$ cat config.mk
export PLATFORM = sky130hd
export DESIGN_NAME = pong_pixel_renderer
export DESIGN_NICKNAME = d
export VERILOG_FILES = /design/src/rtl/pong_pkg.sv /design/src/rtl/pong_pixel_renderer_seg_digit_hit.sv /design/src/rtl/pong_pixel_renderer.sv
export SDC_FILE = /design/constraint.sdc
export NUM_CORES = 1
export LEC_CHECK = 0
export ABC_AREA = 1
export CAP_MARGIN = 20
export CORE_MARGIN = 4
export CORE_UTILIZATION = 59
export CTS_CLUSTER_DIAMETER = 200
export DETAILED_ROUTE_END_ITERATION = 8
export PLACE_DENSITY = 0.87
export SYNTH_ARGS = -nofsm -noshare
export SYNTH_HDL_FRONTEND = slang
export SYNTH_SLANG_ARGS = --single-unit
$ cat constraint.sdc
create_clock -name vga_clk -period 4.9 [get_ports vga_clk]
set_input_delay 1.47 -clock vga_clk [delete_from_list [all_inputs] [get_ports vga_clk]]
set_output_delay 1.47 -clock vga_clk [all_outputs]
set_load 0.01 [all_outputs]
$ cat src/rtl/pong_pkg.sv
// Shared colours, default pong geometry, hit-flag bundle and the seven-segment
// glyph table used by the pixel renderer and its neighbours.
package pong_pkg;

  localparam logic [23:0] WHITE  = 24'hFFFFFF;
  localparam logic [23:0] BLACK  = 24'h000000;
  localparam logic [23:0] RED    = 24'hFF0000;
  localparam logic [23:0] CYAN   = 24'h00FFFF;
  localparam logic [23:0] YELLOW = 24'hFFFF00;

  localparam int unsigned DEF_XW       = 10;
  localparam int unsigned DEF_H_DISP   = 640;
  localparam int unsigned DEF_V_DISP   = 480;
  localparam int unsigned DEF_BORDER   = 40;
  localparam int unsigned DEF_PAD_W    = 10;
  localparam int unsigned DEF_PAD_L    = 80;
  localparam int unsigned DEF_PAD0_X   = 60;
  localparam int unsigned DEF_PAD1_X   = 580;
  localparam int unsigned DEF_BALL_W   = 10;
  localparam int unsigned DEF_NET_HALF = 2;
  localparam int unsigned DEF_NET_LOG2 = 4;
  localparam int unsigned DEF_DIG_X0   = 280;
  localparam int unsigned DEF_DIG_X1   = 340;
  localparam int unsigned DEF_DIG_Y    = 50;
  localparam int unsigned DEF_DIG_W    = 20;
  localparam int unsigned DEF_DIG_H    = 40;
  localparam int unsigned DEF_STROKE   = 5;

  typedef struct packed {
    logic ball;
    logic dig;
    logic dig_yel;
    logic border;
    logic pad;
    logic net;
  } hits_t;

  // Bit 6 = segment a ... bit 0 = segment g.
  localparam logic [6:0] SEG_LUT [10] = '{
    7'b1111110, 7'b0110000, 7'b1101101, 7'b1111001, 7'b0110011,
    7'b1011011, 7'b1011111, 7'b1110000, 7'b1111111, 7'b1111011
  };

  function automatic logic [6:0] seg_lut(input logic [3:0] d);
    return (d > 4'd9) ? SEG_LUT[9] : SEG_LUT[d];
  endfunction

endpackage

$ cat src/rtl/pong_pixel_renderer_seg_digit_hit.sv
// Combinational seven-segment glyph hit test for one score digit box.
module seg_digit_hit
  import pong_pkg::*;
#(
  parameter int unsigned XW     = DEF_XW,
  parameter int unsigned DIG_W  = DEF_DIG_W,
  parameter int unsigned DIG_H  = DEF_DIG_H,
  parameter int unsigned STROKE = DEF_STROKE
)(
  input  logic [XW-1:0] x_i,
  input  logic [XW-1:0] y_i,
  input  logic [XW-1:0] ox_i,
  input  logic [XW-1:0] oy_i,
  input  logic [3:0]    digit_i,
  output logic          hit_o
);

  localparam int unsigned GY  = (DIG_H - STROKE) / 2;
  localparam int unsigned MID = GY + STROKE / 2;

  localparam logic [XW:0] C_W   = DIG_W[XW:0];
  localparam logic [XW:0] C_H   = DIG_H[XW:0];
  localparam logic [XW:0] C_ST  = STROKE[XW:0];
  localparam logic [XW:0] C_GY  = GY[XW:0];
  localparam logic [XW:0] C_MID = MID[XW:0];

  logic [XW:0] x, y, ox, oy;
  logic        in_box, seg_a, seg_d, seg_g, right, left, upper;
  logic [6:0]  segs;

  assign x  = {1'b0, x_i};
  assign y  = {1'b0, y_i};
  assign ox = {1'b0, ox_i};
  assign oy = {1'b0, oy_i};

  assign in_box = (x >= ox) && (x < ox + C_W) && (y >= oy) && (y < oy + C_H);
  assign seg_a  = y < oy + C_ST;
  assign seg_d  = y >= oy + C_H - C_ST;
  assign seg_g  = (y >= oy + C_GY) && (y < oy + C_GY + C_ST);
  assign right  = x >= ox + C_W - C_ST;
  assign left   = x < ox + C_ST;
  assign upper  = y < oy + C_MID;
  assign segs   = seg_lut(digit_i);

  assign hit_o = in_box &
                 ((segs[6] & seg_a) | (segs[5] & right & upper) |
                  (segs[4] & right & ~upper) | (segs[3] & seg_d) |
                  (segs[2] & left & ~upper) | (segs[1] & left & upper) |
                  (segs[0] & seg_g));

endmodule

$ cat src/rtl/pong_pixel_renderer.sv
// Two-stage pong pixel compositor: frame-latched object state, layer hit
// flags in stage 1, priority colour mux in stage 2.
module pong_pixel_renderer
  import pong_pkg::*;
#(
  parameter int unsigned XW           = DEF_XW,
  parameter int unsigned H_DISP       = DEF_H_DISP,
  parameter int unsigned V_DISP       = DEF_V_DISP,
  parameter int unsigned BORDER       = DEF_BORDER,
  parameter int unsigned PAD_W        = DEF_PAD_W,
  parameter int unsigned PAD_L        = DEF_PAD_L,
  parameter int unsigned PAD0_X       = DEF_PAD0_X,
  parameter int unsigned PAD1_X       = DEF_PAD1_X,
  parameter int unsigned BALL_W       = DEF_BALL_W,
  parameter int unsigned NET_HALF     = DEF_NET_HALF,
  parameter int unsigned NET_LOG2     = DEF_NET_LOG2,
  parameter int unsigned DIG_X0       = DEF_DIG_X0,
  parameter int unsigned DIG_X1       = DEF_DIG_X1,
  parameter int unsigned DIG_Y        = DEF_DIG_Y,
  parameter int unsigned DIG_W        = DEF_DIG_W,
  parameter int unsigned DIG_H        = DEF_DIG_H,
  parameter int unsigned STROKE       = DEF_STROKE,
  parameter int unsigned BLINK_FRAMES = 30
)(
  input  logic          vga_clk,
  input  logic          sys_rst_n,
  input  logic [XW-1:0] pixel_xpos,
  input  logic [XW-1:0] pixel_ypos,
  input  logic          frame_start,
  input  logic [XW-1:0] pad0_y,
  input  logic [XW-1:0] pad1_y,
  input  logic [XW-1:0] ball_x,
  input  logic [XW-1:0] ball_y,
  input  logic [3:0]    score_l,
  input  logic [3:0]    score_r,
  input  logic [1:0]    winner,
  output logic [23:0]   pixel_data
);

  localparam int unsigned CW = (BLINK_FRAMES > 1) ? $clog2(BLINK_FRAMES) : 1;
  localparam logic [CW-1:0] BLINK_LAST = CW'(BLINK_FRAMES - 1);

  localparam int unsigned RX = H_DISP - BORDER;
  localparam int unsigned BY = V_DISP - BORDER;
  localparam int unsigned NL = H_DISP / 2 - NET_HALF;
  localparam int unsigned NR = H_DISP / 2 + NET_HALF;

  localparam logic [XW:0] C_BORDER = BORDER[XW:0];
  localparam logic [XW:0] C_RX     = RX[XW:0];
  localparam logic [XW:0] C_BY     = BY[XW:0];
  localparam logic [XW:0] C_NL     = NL[XW:0];
  localparam logic [XW:0] C_NR     = NR[XW:0];
  localparam logic [XW:0] C_PW     = PAD_W[XW:0];
  localparam logic [XW:0] C_PL     = PAD_L[XW:0];
  localparam logic [XW:0] C_P0X    = PAD0_X[XW:0];
  localparam logic [XW:0] C_P1X    = PAD1_X[XW:0];
  localparam logic [XW:0] C_BW     = BALL_W[XW:0];
  localparam logic [XW-1:0] C_DX0  = DIG_X0[XW-1:0];
  localparam logic [XW-1:0] C_DX1  = DIG_X1[XW-1:0];
  localparam logic [XW-1:0] C_DY   = DIG_Y[XW-1:0];

  logic [XW-1:0] pad0_q, pad1_q, ball_x_q, ball_y_q;
  logic [3:0]    score_l_q, score_r_q;
  logic [1:0]    winner_q;
  logic [CW-1:0] blink_cnt_q, blink_cnt_d;
  logic          blink_on_q, blink_on_d;
  hits_t         hits_d, hits_q;
  logic [23:0]   pixel_d, pixel_q;

  logic [XW:0] x1, y1;
  logic        dig_l_hit, dig_r_hit, show_l, show_r;

  always_ff @(posedge vga_clk or negedge sys_rst_n) begin
    if (!sys_rst_n) begin
      pad0_q      <= '0;
      pad1_q      <= '0;
      ball_x_q    <= '0;
      ball_y_q    <= '0;
      score_l_q   <= '0;
      score_r_q   <= '0;
      winner_q    <= '0;
      blink_cnt_q <= '0;
      blink_on_q  <= 1'b1;
      hits_q      <= '0;
      pixel_q     <= '0;
    end else begin
      if (frame_start) begin
        pad0_q    <= pad0_y;
        pad1_q    <= pad1_y;
        ball_x_q  <= ball_x;
        ball_y_q  <= ball_y;
        score_l_q <= score_l;
        score_r_q <= score_r;
        winner_q  <= winner;
      end
      blink_cnt_q <= blink_cnt_d;
      blink_on_q  <= blink_on_d;
      hits_q      <= hits_d;
      pixel_q     <= pixel_d;
    end
  end

  // A fresh win restarts the blink phase visible; only latches that keep a
  // winner already in place advance the counter.
  always_comb begin
    blink_cnt_d = blink_cnt_q;
    blink_on_d  = blink_on_q;
    if (frame_start) begin
      if (winner == 2'b00 || winner_q == 2'b00) begin
        blink_cnt_d = '0;
        blink_on_d  = 1'b1;
      end else if (blink_cnt_q == BLINK_LAST) begin
        blink_cnt_d = '0;
        blink_on_d  = ~blink_on_q;
      end else begin
        blink_cnt_d = blink_cnt_q + CW'(1);
      end
    end
  end

  assign x1 = {1'b0, pixel_xpos};
  assign y1 = {1'b0, pixel_ypos};

  seg_digit_hit #(.XW(XW), .DIG_W(DIG_W), .DIG_H(DIG_H), .STROKE(STROKE)) u_dig_l (
    .x_i(pixel_xpos), .y_i(pixel_ypos), .ox_i(C_DX0), .oy_i(C_DY),
    .digit_i(score_l_q), .hit_o(dig_l_hit)
  );

  seg_digit_hit #(.XW(XW), .DIG_W(DIG_W), .DIG_H(DIG_H), .STROKE(STROKE)) u_dig_r (
    .x_i(pixel_xpos), .y_i(pixel_ypos), .ox_i(C_DX1), .oy_i(C_DY),
    .digit_i(score_r_q), .hit_o(dig_r_hit)
  );

  assign show_l = dig_l_hit & ~(winner_q[1] & ~blink_on_q);
  assign show_r = dig_r_hit & ~(winner_q[0] & ~blink_on_q);

  always_comb begin
    hits_d         = '0;
    hits_d.ball    = (x1 >= {1'b0, ball_x_q}) && (x1 < {1'b0, ball_x_q} + C_BW) &&
                     (y1 >= {1'b0, ball_y_q}) && (y1 < {1'b0, ball_y_q} + C_BW);
    hits_d.dig     = show_l | show_r;
    hits_d.dig_yel = (show_l & winner_q[1]) | (show_r & winner_q[0]);
    hits_d.border  = (x1 < C_BORDER) || (x1 >= C_RX) || (y1 < C_BORDER) || (y1 >= C_BY);
    hits_d.pad     = ((x1 >= C_P0X) && (x1 < C_P0X + C_PW) &&
                      (y1 >= {1'b0, pad0_q}) && (y1 < {1'b0, pad0_q} + C_PL)) ||
                     ((x1 >= C_P1X) && (x1 < C_P1X + C_PW) &&
                      (y1 >= {1'b0, pad1_q}) && (y1 < {1'b0, pad1_q} + C_PL));
    hits_d.net     = (x1 >= C_NL) && (x1 < C_NR) && !pixel_ypos[NET_LOG2];
  end

  always_comb begin
    pixel_d = BLACK;
    if (hits_q.ball)        pixel_d = WHITE;
    else if (hits_q.dig)    pixel_d = hits_q.dig_yel ? YELLOW : WHITE;
    else if (hits_q.border) pixel_d = CYAN;
    else if (hits_q.pad)    pixel_d = WHITE;
    else if (hits_q.net)    pixel_d = RED;
  end

  assign pixel_data = pixel_q;

endmodule

==> impl_metrics.tcl, run 1 <==
set metrics [dict create \
    status "finished clean" \
    fp.coreArea_sq_um 9330 \
    ant_nets 0 \
    clock.fmax_mhz 324 \
    power_mw 1.74 \
    drc_errors 0 \
    worst_ep_arrival_time_ns 3.38 \
    fin_worst_skew_ns 0.0149 \
    required_ns 5.20 \
    grt_max_degree 58 \
    ir_drop_mv 0.229 \
    crit_fanout 12 \
    routedWlPerCell_um 14.9 \
    vias_per_cell 5.52 \
    final.setup.tns_ns 0 \
    max-clock-path-buffers 2 \
    combPwrFrac 0.336 \
    wl_met3_um 951 \
    clk_latency_ns 0.37 \
    top_layer_used "met4" \
    layout.cells.non_filler 987 \
    maxSlewViolCount 0 \
    min_period_ns 3.08 \
    grt_pass1_wl_um 24700 \
    avgSynthCellArea_sq_um 7.35 \
    synth_cell_types 41 \
    ff_latch_area_sq_um 1630 \
    grt_pass1_vias 5448 \
    ys_ff_latch 65 \
    cts.sinks 65 \
    leakagePower_nw 3.36 \
    antenna_found_initial 0 \
    io_pins 97 \
    overflow 0 \
    seq_power_share 0.369 \
    hold_class "flop to flop" \
    slew_headroom 0.387 \
    maxCapViolCount 0 \
    ys_seq_area_frac 0.285 \
    placed_cells 972 \
    drtIter0Drc 368 \
    critPathKind "primary input to flop" \
    firstDrtPassIters 5 \
    die_area_sq_um 11300 \
    globalplace.congestion 0.985 \
    dieHeight_um 106 \
    p_per_area_nw_per_um2 254 \
    ctsResizeCount 0 \
    worst_pin_slew_ns 0.920 \
    cp-start-kind "primary input" \
    postSynthCellCount 777 \
    drive_gt1_frac 0.0326 \
    postCtsHoldBufs 0 \
    num_vias 5446 \
    rsz0062_at_grt "no" \
    end_kind "flop" \
    layout_commonest_cell "nand2_1" \
    synthTopCellsByArea "dfrtp_1, ha_1, nand2_1" \
    synth_area_sq_um 5710 \
    area_growth_pct 19.8 \
    start_util 0.612 \
    p_int_mw 1.14 \
    hpwl_um 11600 \
    antenna_cells 0 \
    synth_top_area_cell "dfrtp_1" \
    nFillCells 741 \
    met1_length_um 6290 \
    grt_usage 0.270 \
    clkSlewWorstSetupHoldPaths_ns 0.08 \
    die_w_um 106 \
    routed_wl_um 14700 \
    h-tree-depth 3 \
    wl_met2_um 7070 \
    final_cell_mix "nand2_1, inv_1, clkdlybuf4s50_1" \
    cts_setup_buffers 0 \
    io_buffers 96 \
    timing.final.crit_share 0.629 \
    fin_nets 1017 \
    p_switching_mw 0.596 \
    finalSetupViolations 0 \
    power_frac_clock 0.295 \
    synth_warnings 0 \
    timing.final.hold_violations 0 \
    place_area_sq_um 6630 \
    p_sw_frac 0.342 \
    fin_area_sq_um 6840 \
    cts_buffers 9 \
    syn_nets 940 \
    yosysTopAreaCellShare 0.280 \
    row_count 35 \
    multi_input_area_sq_um 3520 \
    clockRootBuffer "clkbuf_8" \
    cts_tree "done" \
]
## cells by family after synthesis
logic type / after synthesis / synth area share
AOI/OAI and AO/OA: 144 / 0.142
DFF: 65 / 0.285
xor gates and xnor gates: 25 / 0.0383
buffers and inverters: 127 / 0.0984
and+or+nand+nor: 326 / 0.239
adders and majority gates: 90 / 0.197
## flip-flops by register name, indices dropped and copies added, names as in the netlist
signal       count
ball_x_q        10
hits_q           6
pixel_data       3
pad0_q          10
winner_q         2
score_l_q        4
blink_on_q       1
ball_y_q        10
score_r_q        4
blink_cnt_q      5
pad1_q          10
## routing by layer
metal	vias to the layer above	GRT usage
met5	-	0
met4	0	0.110
met3	37	0.0571
met2	208	0.464
met1	2499	0.329
li1	2702	-
## power groups by stage
stage	Clock, mW	Combinational (mW)	Sequential (mW)
after floorplan	0	0.378	0.640
after global placement	0	0.552	0.648
after detailed placement	0	0.576	0.651
after CTS	0.522	0.581	0.642
after global routing	0.545	0.664	0.651
final	0.513	0.585	0.642
## cell usage after synthesis
cell	number
nand2_1	174
inv_1	94
ha_1	90
nor2_1	79
o21ai_0	71
dfrtp_1	64
a21oi_1	42
nand3_1	38
xor2_1	24
buf_4	21
nand4_1	17
o211ai_1	9
nor3_1	8
o21a_1	7
buf_2	5
clkbuf_1	4
o22ai_1	3
buf_1	2
nor4_1	2
or2_2	2
a21boi_0	1
a21boi_2	1
a21oi_2	1
a221oi_1	1
a41oi_1	1
dfstp_2	1
inv_2	1
nand2_2	1
nand3b_1	1
nand4_2	1
nor2_4	1
nor3_2	1
nor3b_1	1
o2111ai_1	1
o21ai_2	1
o21bai_1	1
o221ai_1	1
o311ai_0	1
o31a_1	1
o41ai_1	1
xnor2_1	1
## critical path, stage by stage
cell and delay (ns):
clkdlybuf4s50_1 0.71, ha_1 0.48, nand2_1 0.10, o21ai_0 0.22, nand2_1 0.09, o2111ai_1 0.08
nand2_1 0.07, inv_1 0.06, nand2_1 0.05, nand2_1 0.06
## area by class of cell
class | count | share of cell area
Clock inverter | 3 | 0.00951
Tap cell | 129 | 0.0236
Clock buffer | 12 | 0.0212
Timing Repair Buffer | 98 | 0.141
Inverter | 95 | 0.0521
Multi-Input combinational cell | 585 | 0.515
Sequential cell | 65 | 0.238
## path summary, 6_finish.rpt
path                       cells past startpoint  slack [ns]           from         end
max                                           10        1.82  pixel_ypos[4]   hits_q[1]
min                                            2        0.49      pad1_q[0]   pad1_q[0]
max reg2reg                                   12        2.62    ball_x_q[1]   hits_q[5]
min reg2reg                                    2        0.49      pad1_q[0]   pad1_q[0]
max in group asynchronous                      2        2.71      sys_rst_n  blink_on_q
min in group asynchronous                      1        1.24      sys_rst_n   pad1_q[9]
## stage by stage
step / utilization / hold slack [ns] / setup slack (ns)
floorplan: - / 0.446 / 2.48
global placement: 0.711 / 0.463 / 1.52
detailed placement: 0.711 / 0.466 / 1.51
CTS: 0.734 / 0.486 / 1.89
global route: 0.734 / 0.522 / 1.68
finish: 0.734 / 0.491 / 1.82
Power figures use the tool's default switching activity.
==> inputs of run 2 (changes only) <==
--- a/config.mk
+++ b/config.mk
@@ -8,10 +8,10 @@
 export ABC_AREA = 1
 export CAP_MARGIN = 20
 export CORE_MARGIN = 4
-export CORE_UTILIZATION = 59
+export CORE_UTILIZATION = 55
 export CTS_CLUSTER_DIAMETER = 200
 export DETAILED_ROUTE_END_ITERATION = 8
-export PLACE_DENSITY = 0.87
+export PLACE_DENSITY = 0.82
 export SYNTH_ARGS = -nofsm -noshare
 export SYNTH_HDL_FRONTEND = slang
 export SYNTH_SLANG_ARGS = --single-unit
==> constraint.sdc (replaced) <==
create_clock -name vga_clk -period 2.9 [get_ports vga_clk]
set_input_delay 0.87 -clock vga_clk [delete_from_list [all_inputs] [get_ports vga_clk]]
set_output_delay 0.87 -clock vga_clk [all_outputs]
set_load 0.01 [all_outputs]
==> impl_metrics.tcl, run 2 (synthesis results as in run 1) <==
set metrics [dict create \
    routedWlPerCell_um 14.7 \
    ant_nets 0 \
    maxSlewViolCount 0 \
    io_buffers 96 \
    hpwl_um 11700 \
    dieHeight_um 110 \
    firstDrtPassIters 5 \
    fp.coreArea_sq_um 9950 \
    cts.sinks 65 \
    pre_cts_ws_ns 0.0145 \
    final_cell_mix "nand2_1, inv_1, clkdlybuf4s50_1" \
    num_vias 5371 \
    cts_setup_buffers 0 \
    worst_pin_slew_ns 0.637 \
    clk_latency_ns 0.38 \
    vias_per_cell 5.37 \
    postCtsHoldBufs 0 \
    cts_tree "done" \
    overflow 0 \
    grt_pass1_wl_um 24700 \
    finalSetupViolations 0 \
    end_kind "flop" \
    p_per_area_nw_per_um2 418 \
    routed_wl_um 14700 \
    critPathKind "primary input to flop" \
    h-tree-depth 3 \
    timing.final.hold_violations 0 \
    min_period_ns 2.50 \
    clockRootBuffer "clkbuf_8" \
    status "finished clean" \
    cts_buffers 9 \
    row_count 36 \
    area_growth_pct 20.9 \
    clock.fmax_mhz 400 \
    drtIter0Drc 303 \
    antenna_found_initial 0 \
    setup_ws_ns 0.402 \
    hold_class "primary input to async pin" \
    grt_usage 0.262 \
    antenna_cells 0 \
    ff_latch_area_sq_um 1630 \
    drive_gt1_frac 0.0450 \
    cp-start-kind "primary input" \
    grt_max_degree 48 \
    leakagePower_nw 3.39 \
    nFillCells 843 \
    drc_errors 0 \
    ctsResizeCount 0 \
    fin_nets 1025 \
    max-clock-path-buffers 2 \
    final.setup.tns_ns 0 \
    rsz0062_at_grt "no" \
    crit_fanout 12 \
    grt_pass1_vias 5470 \
    clkSlewWorstSetupHoldPaths_ns 0.08 \
    layout_commonest_cell "nand2_1" \
    power_mw 2.88 \
    maxCapViolCount 0 \
    die_w_um 110 \
    io_pins 97 \
    die_area_sq_um 12100 \
    globalplace.congestion 0.963 \
    timing.final.crit_share 0.861 \
    required_ns 3.17 \
    multi_input_area_sq_um 3520 \
    start_util 0.574 \
    worst_ep_arrival_time_ns 2.77 \
    ir_drop_mv 0.394 \
    slew_headroom 0.574 \
    fin_worst_skew_ns 0.00914 \
]
run 2: cell types whose count changed in the layout (fill, tap and decap cells not counted), sizes merged:
cell	change
buf	+8
clkinvlp	+3
clkinv	+2
bufinv	-1
clkbuf	-3
run 2: metal layers:
layer,part of all wire,wire [um],track usage
met5,0,0,0
met4,0.035,520,0.132
met3,0.054,792,0.0523
met2,0.46,6730,0.431
met1,0.45,6640,0.325
run 2: power by group:
group | internal, mW | switching [mW]
clock network | 0.394 | 0.408
logic | 0.440 | 0.557
registers | 0.999 | 0.0860
run 2: area by class of cell:
class | instances | share of cell area
flip-flops and latches | 65 | 0.236
inverters | 95 | 0.0516
clock inverters | 7 | 0.0103
repair buffers | 106 | 0.150
multi-input cells | 585 | 0.510
clock buffers | 9 | 0.0179
well taps | 133 | 0.0241
run 2: path summary, 6_finish.rpt:
check                         startpoint              to  slack (ns)  depth (start not counted)
max                        pixel_ypos[4]       hits_q[1]        0.40                         10
min                            sys_rst_n       hits_q[1]        0.45                          1
max reg2reg                  ball_x_q[1]       hits_q[5]        0.56                         12
min reg2reg                    hits_q[2]  pixel_data[22]        0.48                          1
max in group asynchronous      sys_rst_n      blink_on_q        1.77                          2
min in group vga_clk           hits_q[2]  pixel_data[22]        0.48                          1
run 2: stage by stage:
step | instance area [sq um] | instances | hold slack [ns] | util
2_1_floorplan | 5710 | 777 | 0.446 | -
3_3_place_gp | 6710 | 984 | 0.464 | 0.674
3_5_place_dp | 6710 | 984 | 0.473 | 0.674
4_1_cts | 6910 | 1000 | 0.448 | 0.694
5_1_grt | 6910 | 1000 | 0.481 | 0.694
6_report | 6910 | 1000 | 0.452 | 0.694
run 2: worst max-delay path, stage by stage:
cell and delay (ns):
clkdlybuf4s50_1 0.88, ha_1 0.35, inv_1 0.08, a21oi_1 0.06
o21ai_0 0.19, nand2_1 0.08, o211ai_1 0.08, nor2_1 0.07
nand2_1 0.06, nand2_1 0.04
